--- src/rtl/rf_access_sequencer_pkg.sv ---
// Shared definitions for the register-file access sequencer: default widths, FSM and grant encodings.
// Latency: none (declarations only).
// Backpressure: none (declarations only).
package rf_seq_pkg;

    localparam int DEF_XLEN   = 32;
    localparam int DEF_REG_AW = 5;

    typedef enum logic [2:0] {
        IDLE = 3'd0,
        RD1  = 3'd1,
        RD2  = 3'd2,
        CAP2 = 3'd3,
        DRD  = 3'd4,
        DCAP = 3'd5
    } state_t;

    // Enum value doubles as the bit position in the one-hot grant vector.
    typedef enum logic {
        GNT_DEC = 1'b0,
        GNT_DBG = 1'b1
    } grant_t;

endpackage

--- src/rtl/rf_access_sequencer_if.sv ---
// Bundle of decode, debug, writeback and regfile-port signals around the access sequencer.
// Latency: none (wiring only).
// Backpressure: dec/dbg use valid/ready; writeback and regfile ports have none.
interface rf_access_sequencer_if
    import rf_seq_pkg::*;
#(
    parameter int XLEN   = DEF_XLEN,
    parameter int REG_AW = DEF_REG_AW
);
    logic              dec_req_valid;
    logic [REG_AW-1:0] dec_rs1;
    logic [REG_AW-1:0] dec_rs2;
    logic              dec_req_ready;
    logic              op_valid;
    logic [XLEN-1:0]   op_a;
    logic [XLEN-1:0]   op_b;

    logic              dbg_req_valid;
    logic [REG_AW-1:0] dbg_reg;
    logic              dbg_req_ready;
    logic              dbg_rdata_valid;
    logic [XLEN-1:0]   dbg_rdata;

    logic              wb_valid;
    logic [REG_AW-1:0] wb_rd;
    logic [XLEN-1:0]   wb_data;

    logic              rf_read_en;
    logic [REG_AW-1:0] rf_read_reg;
    logic [XLEN-1:0]   rf_read_data;
    logic              rf_write_en;
    logic [REG_AW-1:0] rf_write_reg;
    logic [XLEN-1:0]   rf_write_data;

    // Sequencer side.
    modport slave (
        input  dec_req_valid, dec_rs1, dec_rs2,
        output dec_req_ready, op_valid, op_a, op_b,
        input  dbg_req_valid, dbg_reg,
        output dbg_req_ready, dbg_rdata_valid, dbg_rdata,
        input  wb_valid, wb_rd, wb_data,
        output rf_read_en, rf_read_reg,
        input  rf_read_data,
        output rf_write_en, rf_write_reg, rf_write_data
    );

    // Requester / regfile side.
    modport master (
        output dec_req_valid, dec_rs1, dec_rs2,
        input  dec_req_ready, op_valid, op_a, op_b,
        output dbg_req_valid, dbg_reg,
        input  dbg_req_ready, dbg_rdata_valid, dbg_rdata,
        output wb_valid, wb_rd, wb_data,
        input  rf_read_en, rf_read_reg,
        output rf_read_data,
        input  rf_write_en, rf_write_reg, rf_write_data
    );

endinterface

--- src/rtl/rf_access_sequencer_arbiter.sv ---
// Two-way round-robin arbiter between decode and debug read requests.
// Latency: grant is combinational from the valids; last_grant updates on the next edge.
// Backpressure: grants nothing while disabled; the loser keeps its valid held.
module rf_req_arbiter
    import rf_seq_pkg::*;
(
    input  logic       clk,
    input  logic       rst,
    input  logic       i_en,
    input  logic       i_dec_vld,
    input  logic       i_dbg_vld,
    output logic [1:0] o_gnt
);

    grant_t r_last;

    // Pick a winner; a tie goes to whichever side did not win last time.
    always_comb begin
        o_gnt = 2'b00;
        if (i_en) begin
            if (i_dec_vld && i_dbg_vld) begin
                o_gnt = (r_last == GNT_DBG) ? 2'b01 : 2'b10;
            end else begin
                o_gnt = {i_dbg_vld, i_dec_vld};
            end
        end
    end

    // Remember the last side granted; reset state lets decode win the first tie.
    always_ff @(posedge clk) begin
        if (rst) begin
            r_last <= GNT_DBG;
        end else if (o_gnt[GNT_DEC]) begin
            r_last <= GNT_DEC;
        end else if (o_gnt[GNT_DBG]) begin
            r_last <= GNT_DBG;
        end
    end

endmodule

--- src/rtl/rf_access_sequencer.sv ---
// Shares one regfile read port between decode (rs1 then rs2) and debug reads; passes writeback through with x0 suppressed. Optional macro: RF_BYPASS_EN.
// Latency: decode accept T -> op_valid at T+4; debug accept T -> dbg_rdata_valid at T+3; write port is combinational.
// Backpressure: requesters hold valid until ready, which is only offered in IDLE; writeback is never stalled.
module rf_access_sequencer
    import rf_seq_pkg::*;
#(
    parameter int XLEN   = DEF_XLEN,
    parameter int REG_AW = DEF_REG_AW
)(
    input  logic                  clk,
    input  logic                  rst,
    rf_access_sequencer_if.slave  bus
);

    localparam logic [2:0] S_IDLE = 3'(IDLE);
    localparam logic [2:0] S_RD1  = 3'(RD1);
    localparam logic [2:0] S_RD2  = 3'(RD2);
    localparam logic [2:0] S_CAP2 = 3'(CAP2);
    localparam logic [2:0] S_DRD  = 3'(DRD);
    localparam logic [2:0] S_DCAP = 3'(DCAP);

    logic [2:0]        r_state;
    // r_rs1 also carries the debug index during a debug read.
    logic [REG_AW-1:0] r_rs1;
    logic [REG_AW-1:0] r_rs2;
    logic [REG_AW-1:0] r_rd_idx;
    logic [XLEN-1:0]   r_op_a_lat;
    logic              r_op_valid;
    logic [XLEN-1:0]   r_op_a;
    logic [XLEN-1:0]   r_op_b;
    logic              r_dbg_vld;
    logic [XLEN-1:0]   r_dbg_rdata;

    logic [1:0]        w_gnt;
    logic              w_en;
    logic              w_dec_acc;
    logic              w_dbg_acc;
    logic              w_rd_en;
    logic [REG_AW-1:0] w_rd_reg;
    logic              w_wr_en;
    logic [XLEN-1:0]   w_rd_src;
    logic [XLEN-1:0]   w_rd_val;

    // Arbitration only while idle and not being reset, so a reset cycle never accepts.
    assign w_en = (r_state == S_IDLE) && !rst;

    rf_req_arbiter u_arb (
        .clk       (clk),
        .rst       (rst),
        .i_en      (w_en),
        .i_dec_vld (bus.dec_req_valid),
        .i_dbg_vld (bus.dbg_req_valid),
        .o_gnt     (w_gnt)
    );

    assign bus.dec_req_ready = w_gnt[GNT_DEC];
    assign bus.dbg_req_ready = w_gnt[GNT_DBG];
    assign w_dec_acc = bus.dec_req_valid && w_gnt[GNT_DEC];
    assign w_dbg_acc = bus.dbg_req_valid && w_gnt[GNT_DBG];

    // Drive the read port only in read-issue states; index is zero otherwise.
    always_comb begin
        w_rd_en  = 1'b0;
        w_rd_reg = '0;
        case (r_state)
            S_RD1: begin
                w_rd_en  = 1'b1;
                w_rd_reg = r_rs1;
            end
            S_RD2: begin
                w_rd_en  = 1'b1;
                w_rd_reg = r_rs2;
            end
            S_DRD: begin
                w_rd_en  = 1'b1;
                w_rd_reg = r_rs1;
            end
            default: begin
                w_rd_en  = 1'b0;
                w_rd_reg = '0;
            end
        endcase
    end

    assign bus.rf_read_en  = w_rd_en;
    assign bus.rf_read_reg = w_rd_reg;

    // Writeback goes straight to the write port; writes to x0 are dropped here.
    assign w_wr_en           = bus.wb_valid && (bus.wb_rd != '0);
    assign bus.rf_write_en   = w_wr_en;
    assign bus.rf_write_reg  = bus.wb_rd;
    assign bus.rf_write_data = bus.wb_data;

`ifdef RF_BYPASS_EN
    logic            r_byp_vld;
    logic [XLEN-1:0] r_byp_dat;

    // Capture a writeback that hits the index being read, since the regfile returns the old value.
    always_ff @(posedge clk) begin
        if (rst) begin
            r_byp_vld <= 1'b0;
            r_byp_dat <= '0;
        end else begin
            r_byp_vld <= w_rd_en && w_wr_en && (bus.wb_rd == w_rd_reg);
            r_byp_dat <= bus.wb_data;
        end
    end

    assign w_rd_src = r_byp_vld ? r_byp_dat : bus.rf_read_data;
`else
    assign w_rd_src = bus.rf_read_data;
`endif

    // x0 always reads as zero whatever the regfile returns.
    assign w_rd_val = (r_rd_idx == '0) ? '0 : w_rd_src;

    // Track which index the data arriving next cycle belongs to.
    always_ff @(posedge clk) begin
        if (rst) begin
            r_rd_idx <= '0;
        end else begin
            r_rd_idx <= w_rd_reg;
        end
    end

    // Sequencing FSM: issue reads, latch returned data, pulse the result valids.
    always_ff @(posedge clk) begin
        if (rst) begin
            r_state     <= S_IDLE;
            r_rs1       <= '0;
            r_rs2       <= '0;
            r_op_a_lat  <= '0;
            r_op_valid  <= 1'b0;
            r_op_a      <= '0;
            r_op_b      <= '0;
            r_dbg_vld   <= 1'b0;
            r_dbg_rdata <= '0;
        end else begin
            r_op_valid <= 1'b0;
            r_dbg_vld  <= 1'b0;
            case (r_state)
                S_IDLE: begin
                    if (w_dec_acc) begin
                        r_rs1   <= bus.dec_rs1;
                        r_rs2   <= bus.dec_rs2;
                        r_state <= S_RD1;
                    end else if (w_dbg_acc) begin
                        r_rs1   <= bus.dbg_reg;
                        r_state <= S_DRD;
                    end
                end
                S_RD1: r_state <= S_RD2;
                S_RD2: begin
                    r_op_a_lat <= w_rd_val;
                    r_state    <= S_CAP2;
                end
                S_CAP2: begin
                    // Both operands update together with the valid pulse.
                    r_op_a     <= r_op_a_lat;
                    r_op_b     <= w_rd_val;
                    r_op_valid <= 1'b1;
                    r_state    <= S_IDLE;
                end
                S_DRD: r_state <= S_DCAP;
                S_DCAP: begin
                    r_dbg_rdata <= w_rd_val;
                    r_dbg_vld   <= 1'b1;
                    r_state     <= S_IDLE;
                end
                default: r_state <= S_IDLE;
            endcase
        end
    end

    assign bus.op_valid        = r_op_valid;
    assign bus.op_a            = r_op_a;
    assign bus.op_b            = r_op_b;
    assign bus.dbg_rdata_valid = r_dbg_vld;
    assign bus.dbg_rdata       = r_dbg_rdata;

endmodule

--- src/flat_wrapper.sv ---
// flat-port wrapper written by rule: the top's interface ports become plain ports
module rf_access_sequencer_flat import rf_seq_pkg::*;
#(
    parameter int XLEN   = DEF_XLEN,
    parameter int REG_AW = DEF_REG_AW
)
  (clk, rst, bus_dec_req_valid, bus_dec_rs1, bus_dec_rs2, bus_dec_req_ready, bus_op_valid, bus_op_a, bus_op_b, bus_dbg_req_valid, bus_dbg_reg, bus_dbg_req_ready, bus_dbg_rdata_valid, bus_dbg_rdata, bus_wb_valid, bus_wb_rd, bus_wb_data, bus_rf_read_en, bus_rf_read_reg, bus_rf_read_data, bus_rf_write_en, bus_rf_write_reg, bus_rf_write_data);
  rf_access_sequencer_if #(.XLEN(XLEN), .REG_AW(REG_AW)) bus_i ();
  input  logic clk;
  input  logic rst;
  input wire logic [$bits(bus_i.dec_req_valid)-1:0] bus_dec_req_valid;
  input wire logic [$bits(bus_i.dec_rs1)-1:0] bus_dec_rs1;
  input wire logic [$bits(bus_i.dec_rs2)-1:0] bus_dec_rs2;
  output wire logic [$bits(bus_i.dec_req_ready)-1:0] bus_dec_req_ready;
  output wire logic [$bits(bus_i.op_valid)-1:0] bus_op_valid;
  output wire logic [$bits(bus_i.op_a)-1:0] bus_op_a;
  output wire logic [$bits(bus_i.op_b)-1:0] bus_op_b;
  input wire logic [$bits(bus_i.dbg_req_valid)-1:0] bus_dbg_req_valid;
  input wire logic [$bits(bus_i.dbg_reg)-1:0] bus_dbg_reg;
  output wire logic [$bits(bus_i.dbg_req_ready)-1:0] bus_dbg_req_ready;
  output wire logic [$bits(bus_i.dbg_rdata_valid)-1:0] bus_dbg_rdata_valid;
  output wire logic [$bits(bus_i.dbg_rdata)-1:0] bus_dbg_rdata;
  input wire logic [$bits(bus_i.wb_valid)-1:0] bus_wb_valid;
  input wire logic [$bits(bus_i.wb_rd)-1:0] bus_wb_rd;
  input wire logic [$bits(bus_i.wb_data)-1:0] bus_wb_data;
  output wire logic [$bits(bus_i.rf_read_en)-1:0] bus_rf_read_en;
  output wire logic [$bits(bus_i.rf_read_reg)-1:0] bus_rf_read_reg;
  input wire logic [$bits(bus_i.rf_read_data)-1:0] bus_rf_read_data;
  output wire logic [$bits(bus_i.rf_write_en)-1:0] bus_rf_write_en;
  output wire logic [$bits(bus_i.rf_write_reg)-1:0] bus_rf_write_reg;
  output wire logic [$bits(bus_i.rf_write_data)-1:0] bus_rf_write_data;
  assign bus_i.dec_req_valid = bus_dec_req_valid;
  assign bus_i.dec_rs1 = bus_dec_rs1;
  assign bus_i.dec_rs2 = bus_dec_rs2;
  assign bus_dec_req_ready = bus_i.dec_req_ready;
  assign bus_op_valid = bus_i.op_valid;
  assign bus_op_a = bus_i.op_a;
  assign bus_op_b = bus_i.op_b;
  assign bus_i.dbg_req_valid = bus_dbg_req_valid;
  assign bus_i.dbg_reg = bus_dbg_reg;
  assign bus_dbg_req_ready = bus_i.dbg_req_ready;
  assign bus_dbg_rdata_valid = bus_i.dbg_rdata_valid;
  assign bus_dbg_rdata = bus_i.dbg_rdata;
  assign bus_i.wb_valid = bus_wb_valid;
  assign bus_i.wb_rd = bus_wb_rd;
  assign bus_i.wb_data = bus_wb_data;
  assign bus_rf_read_en = bus_i.rf_read_en;
  assign bus_rf_read_reg = bus_i.rf_read_reg;
  assign bus_i.rf_read_data = bus_rf_read_data;
  assign bus_rf_write_en = bus_i.rf_write_en;
  assign bus_rf_write_reg = bus_i.rf_write_reg;
  assign bus_rf_write_data = bus_i.rf_write_data;
  rf_access_sequencer #(.XLEN(XLEN), .REG_AW(REG_AW)) u_core (.clk(clk), .rst(rst), .bus(bus_i));
endmodule
--- config.mk ---
export PLATFORM = sky130hd
export DESIGN_NAME = rf_access_sequencer_flat
export DESIGN_NICKNAME = d
export VERILOG_FILES = /design/src/rtl/rf_access_sequencer_pkg.sv /design/src/rtl/rf_access_sequencer_if.sv /design/src/rtl/rf_access_sequencer_arbiter.sv /design/src/rtl/rf_access_sequencer.sv /design/src/flat_wrapper.sv
export SDC_FILE = /design/constraint.sdc
export NUM_CORES = 1
export LEC_CHECK = 0
export CORE_ASPECT_RATIO = 0.75
export CORE_MARGIN = 3
export CORE_UTILIZATION = 45
export DETAILED_ROUTE_END_ITERATION = 8
export PLACE_DENSITY = 0.81
export SLEW_MARGIN = 10
export SYNTH_ARGS = -nofsm -noshare
export SYNTH_HDL_FRONTEND = slang
export SYNTH_HIERARCHICAL = 1
export SYNTH_SLANG_ARGS = --single-unit
--- constraint.sdc ---
create_clock -name clk -period 2.37 [get_ports clk]
set_input_delay 0.711 -clock clk [delete_from_list [all_inputs] [get_ports clk]]
set_output_delay 0.711 -clock clk [all_outputs]
set_load 0.02 [all_outputs]
=== Word level (Yosys, flattened, before mapping) ===
Cells that the tools add are included.

* Memories: 0
* Memory bits (writable): 0
* Bits in registers: 149
* Bits in read-only memories: 0
* Bits of input ports: 89
* Bits in latches: 0

* Shifts and indexed selects: 0
* Div/mod/pow operators: 0
* Reduce and logical (&&, ||, !) cells: 15
* Multiply operators: 0
* Eq/ne operators: 6
* Bitwise logic cells: 0
* Mux-type cells: 15
* Add/subtract/negate cells: 0
* Magnitude comparators: 0

{| class="wikitable"
|+ Operator list
! operator !! count
|-
| two-way mux 32 bit || 1
|-
| one-hot mux 3 bit (4 select lines) || 1
|-
| two-way mux 5 bit || 2
|-
| one-hot mux 5 bit (2 select lines) || 1
|-
| == test 3 x 2 -> 1 bit (second input constant) || 2
|-
| == test 3 bit (second input constant) || 2
|-
| two-way mux 2 bit || 3
|-
| two-way mux 3 bit || 2
|-
| logical AND 1 bit || 5
|-
| logical NOT 5 bit || 1
|-
| two-way mux 1 bit || 5
|-
| nonzero test 5 bit || 1
|-
| AND reduction 2 bit || 2
|-
| nonzero test 2 bit || 2
|-
| == test 3 x 1 -> 1 bit (second input constant) || 1
|-
| logical NOT 3 bit || 1
|-
| != test 3 x 1 -> 1 bit (second input constant) || 1
|-
| OR reduction 3 bit || 1
|-
| OR reduction 2 bit || 1
|-
| logical NOT 1 bit || 1
|}

=== Longest topological paths before layout ===
* Word-level depth: 7
* Gate-level depth with buffers: 9
* Mapped depth without buffers: 7

=== Cells and area by module ===
Netlist, hierarchy kept.

{| class="wikitable"
|+ By module, submodules not included
! module !! area each (sq um) !! cells an instance !! seq. area each (sq um) !! times used
|-
| rf_access_sequencer || 6,226.0 || 716 || 2,962.8 || 1
|-
| rf_req_arbiter || 58.8 || 8 || 20.0 || 1
|}

=== Worst setup path after synthesis ===
OpenSTA, ideal clock, no wires.

* Path type: input-to-reg
* From: in rst
* To: reg u_core.r_rs1[1]
* Arrival: 2,502 ps
* Buffers on the path: 3
* Setup time: 91 ps
* Path slack: -222 ps
* Data required time: 2,279 ps
* Stages on the path: 9
* Cells stage by stage: clkbuf_1 > clkbuf_1 > nor2_1 > nand2_1 > a21oi_1 > a22o_1 > buf_1 > a21oi_1 > a311oi_1

* Cells in the longest elaborated chain, start to end: 6
* Elaborated cells between the ends (all ways): 8

{| class="wikitable"
|+ RTL lines
! element !! line !! text
|-
| start, declared || flat_wrapper.sv:10 || <nowiki>input logic rst;</nowiki>
|-
| logical NOT 1 bit (*) || rf_access_sequencer.sv:45 || <nowiki>assign w_en = (r_state == S_IDLE) && !rst;</nowiki>
|-
| logical AND 1 bit (*) || rf_access_sequencer.sv:45 ||
|-
| via u_core.w_en || rf_access_sequencer.sv:35 || <nowiki>logic w_en;</nowiki>
|-
| two-way mux 2 bit (*) || rf_access_sequencer_arbiter.sv:20 || <nowiki>if (i_en) begin</nowiki>
|-
| via bus_dec_req_ready || flat_wrapper.sv:14 || <nowiki>output wire logic [$bits(bus_i.dec_req_ready)-1:0] bus_dec_req_ready;</nowiki>
|-
| logical AND 1 bit (*) || rf_access_sequencer.sv:58 || <nowiki>assign w_dec_acc = bus.dec_req_valid && w_gnt[GNT_DEC];</nowiki>
|-
| nonzero test 2 bit (no line) || n/a ||
|-
| AND reduction 2 bit (no line) || n/a ||
|-
| end signal, assigned || rf_access_sequencer.sv:144 || <nowiki>r_rs1 <= bus.dec_rs1;</nowiki>
|-
| end signal, assigned || rf_access_sequencer.sv:148 || <nowiki>r_rs1 <= bus.dbg_reg;</nowiki>
|-
| end, declared || rf_access_sequencer.sv:24 || <nowiki>logic [REG_AW-1:0] r_rs1;</nowiki>
|}

Mark *: on every way through the listed nets, which the timed path passes. The rest lies on a longest branch.
A chain may end at the register's enable or synchronous reset.

=== Worst setup path after layout ===
* From: in bus_wb_rd[4]
* To: out bus_rf_write_en

* Cells in the longest elaborated chain, start to end: 2

{| class="wikitable"
|+ RTL lines
! element !! line !! text
|-
| start, declared || flat_wrapper.sv:24 || <nowiki>input wire logic [$bits(bus_i.wb_rd)-1:0] bus_wb_rd;</nowiki>
|-
| nonzero test 5 bit || rf_access_sequencer.sv:89 || <nowiki>assign w_wr_en = bus.wb_valid && (bus.wb_rd != '0);</nowiki>
|-
| logical AND 1 bit || rf_access_sequencer.sv:89 ||
|-
| end, declared || flat_wrapper.sv:29 || <nowiki>output wire logic [$bits(bus_i.rf_write_en)-1:0] bus_rf_write_en;</nowiki>
|}

No other way between the ends.

==> results_dict.tcl <==
set metrics [dict create \
    place_hpwl_mm 11.81 \
    synth_seq_cells 149 \
    yosysTopAreaCell "dfxtp_1" \
    via_per_inst 5.422 \
    core_area_sq_mm 0.01333 \
    hold_viol_final 0 \
    grt_max_degree 83 \
    clock_latency_ps 410 \
    status "completed" \
    crit_buf_inv 2 \
    cp_data_required_time_ps 1660 \
    dp.cells 992 \
    grt_overflow_total 0 \
    num_io_pins 233 \
    cts_buffers 17 \
    ys_seq_area_frac 0.4746 \
    drt.antenna.violating_nets 0 \
    power_density_mw_per_mm2 668.2 \
    crit_arrival_ps 1630 \
    first_pass_iters 5 \
    ctsHtreeMaxLevel 4 \
    ys_top_cells_by_count "164 x nand2_1, 149 x dfxtp_1, 140 x a21oi_1" \
    antenna_cells 0 \
    synth_flop_cell "dfxtp_1" \
    wire_per_inst_microns 17.09 \
    netlist.area_leader.share 0.4746 \
    post-synth-top-count-cell "nand2_1" \
    critPathKind "in2out" \
    syn_to_final_growth_pct 38.22 \
    dieArea_sq_mm 0.01543 \
    path_delay_family "simple AND/OR/NAND/NOR gates" \
    std_cell_rows 36 \
    cts_hold_buf 0 \
    worstMarginPinSlew_ps 842.4 \
    drc_errors 0 \
    cp_slowest_cell "or4_1" \
    netlist_area_sq_mm 0.006285 \
    initial_core_util 0.4714 \
    period_minus_slack_ps 2339 \
    syn_area_per_cell_sq_um 8.681 \
    layout-drive-gt1-share 0.1824 \
    max_freq_mhz 427.6 \
    period_share 0.9867 \
    routed_wl_mm 17.72 \
    syn_inst 724 \
    synth_warnings 6 \
    cts_max_path_buffers 2 \
    timing.final.max_slew_violations 0 \
    numPortBuffers 168 \
    hold_path_class "reg2reg" \
    grt_pass1_wl_mm 27.92 \
    cts_sinks 149 \
    path_max_fanout 2 \
    rsz0062_at_grt "yes" \
    fin_skew_ps 9.305 \
    peakVddDrop_mv 0.4653 \
    via_count 5623 \
    endpoint_kind "output pin" \
    antenna_found_initial 0 \
    path_cells "buf_6 > or4_1 > o21a_1 > buf_6" \
    regArea_sq_mm 0.002989 \
    setup_viol 0 \
    postLayoutCellArea_sq_mm 0.008687 \
    synthArstFlopShare 0 \
    crit_top_cell "buf_6" \
    drv_cap 0 \
    clk_pin_slew_ps 70 \
    grt_pass1_vias 5225 \
    ys_types 35 \
    cts_tree "done" \
    syn-num-nets 813 \
    p_total_uw 5805 \
    drt_iter0_drc 671 \
    die_h_microns 108.3 \
    start_kind "primary input" \
    root_buffer "clkbuf_16" \
    grt.total_usage 0.2286 \
    synth_area_leaders "dfxtp_1 47%, a21oi_1 11%, nand2_1 9.8%, o211ai_2 8.0%, o211ai_1 6.7%" \
    max_slew_margin 0.4384 \
    placed_area_sq_mm 0.007945 \
    die_w_microns 142.5 \
    n_fill_cell 1129 \
    instances_no_fill 1037 \
    synth_edf_count 0 \
    cpPeakStageDelay_ps 510 \
    multi_input_area_sq_mm 0.002746 \
    p_leak_uw 0.003047 \
    place.gp.congestion 0.8592 \
    nets 942 \
]
## path summary, 6_finish.rpt
path / from / end / slack, ps / cells after the start
worst max-delay path: bus_wb_rd[4] / bus_rf_write_en / 30 / 4
worst min-delay path: u_core/bus.op_a[26]$_SDFFE_PP0P_ / u_core/bus.op_a[26]$_SDFFE_PP0P_ / 450 / 2
worst max register to register: u_core/r_state[2]$_SDFFE_PP0P_ / u_core/r_rs1[4]$_SDFFE_PP0P_ / 270 / 9
worst min register to register: u_core/bus.op_a[26]$_SDFFE_PP0P_ / u_core/bus.op_a[26]$_SDFFE_PP0P_ / 450 / 2
## cell type report
| type | count | area share |
|---|---|---|
| Timing Repair Buffer | 221 | 0.2464 |
| Clock buffer | 17 | 0.04897 |
| Inverter | 7 | 0.003025 |
| Clock inverter | 15 | 0.01671 |
| Sequential cell | 149 | 0.3441 |
| Tap cell | 171 | 0.02463 |
| Multi-Input combinational cell | 457 | 0.3161 |
## power by group
group	switching (uW)	internal (uW)	leakage, uW
registers	23.2	2530	0.00120
clock network	1130	1470	0.000271
logic	380	267	0.00157
total	1540	4270	0.00305
## cells in the final DEF, fill, tap and decap left out, types with 2 or more instances in the layout
master	count
nor3_1	2
inv_1	6
o211ai_1	56
mux2i_1	5
a311oi_1	5
nand3_1	5
dfxtp_2	2
o211ai_2	40
a32oi_2	4
nand2_1	163
and3b_1	2
clkdlybuf4s50_1	152
inv_8	2
dfxtp_1	146
buf_12	6
clkinvlp_4	4
buf_2	3
clkbuf_16	17
buf_4	46
clkbuf_2	2
dlygate4sd2_1	2
nor2_1	8
nand3b_1	2
clkinv_2	2
o21ai_0	5
inv_6	5
buf_6	7
a21oi_1	138
## through the flow
step / hold slack (ps) / setup TNS [ps] / worst slack, ps / utilization
floorplan: 432.1 / 0 / 16.30 / -
global route: 465.8 / -111.5 / -49.27 / 0.6516
finish: 452.5 / 0 / 31.46 / 0.6516
detailed placement: 442.9 / -2590 / -709.3 / 0.5959
global placement: 438.6 / -2390 / -696.0 / 0.5959
CTS: 451.9 / -245.3 / -130.4 / 0.6458
## sequential cells by signal, indices dropped and copies added (netlist names)
name and count:
u_core/bus.op_b 32, u_core/bus.dbg_rdata 32, u_core/r_state 3, u_core/u_arb/r_last 1, u_core/bus.dbg_rdata_valid 1, u_core/bus.op_a 32
u_core/r_op_a_lat 32, u_core/r_rs2 5, u_core/r_rd_idx 5, u_core/bus.op_valid 1, u_core/r_rs1 5
## kinds of logic (layout without fill, tap and decap cells)
family / count (synthesis) / after routing / share of synthesized area
AO/OA/AOI/OAI: 257 / 257 / 0.2831
XOR/XNOR: 2 / 2 / 0.002788
multiplexers: 5 / 5 / 0.007964
flip-flops: 149 / 149 / 0.4746
buffers and inverters: 118 / 260 / 0.1041
AND/OR/NAND/NOR: 193 / 193 / 0.1274
## per-layer routing
layer  track usage  part of all wire  up-vias
li1              -                 -     2751
met1        0.3222              0.45     2649
met2        0.3321              0.45      206
met3       0.08709             0.092       17
met4       0.05156             0.010        0
met5             0                 0        -
## what timing repair did
action / CTS / global route
pin swaps: 7 / 5
gates resized for setup: 60 / 22
endpoints found under the hold margin: 0 / 0
buffers inserted: 8 / 6
endpoints found under the setup margin: 14 / 9
## worst reg2reg max path, stage by stage, from the launching register on
cell and delay (ps):
dfxtp_2 320, or3_4 410, nor2_4 120, nand2_2 90, a21oi_4 130, buf_4 120, buf_4 100, nand2_1 210
mux2i_1 210, a311oi_1 300
(Power assumes the default switching activity.)
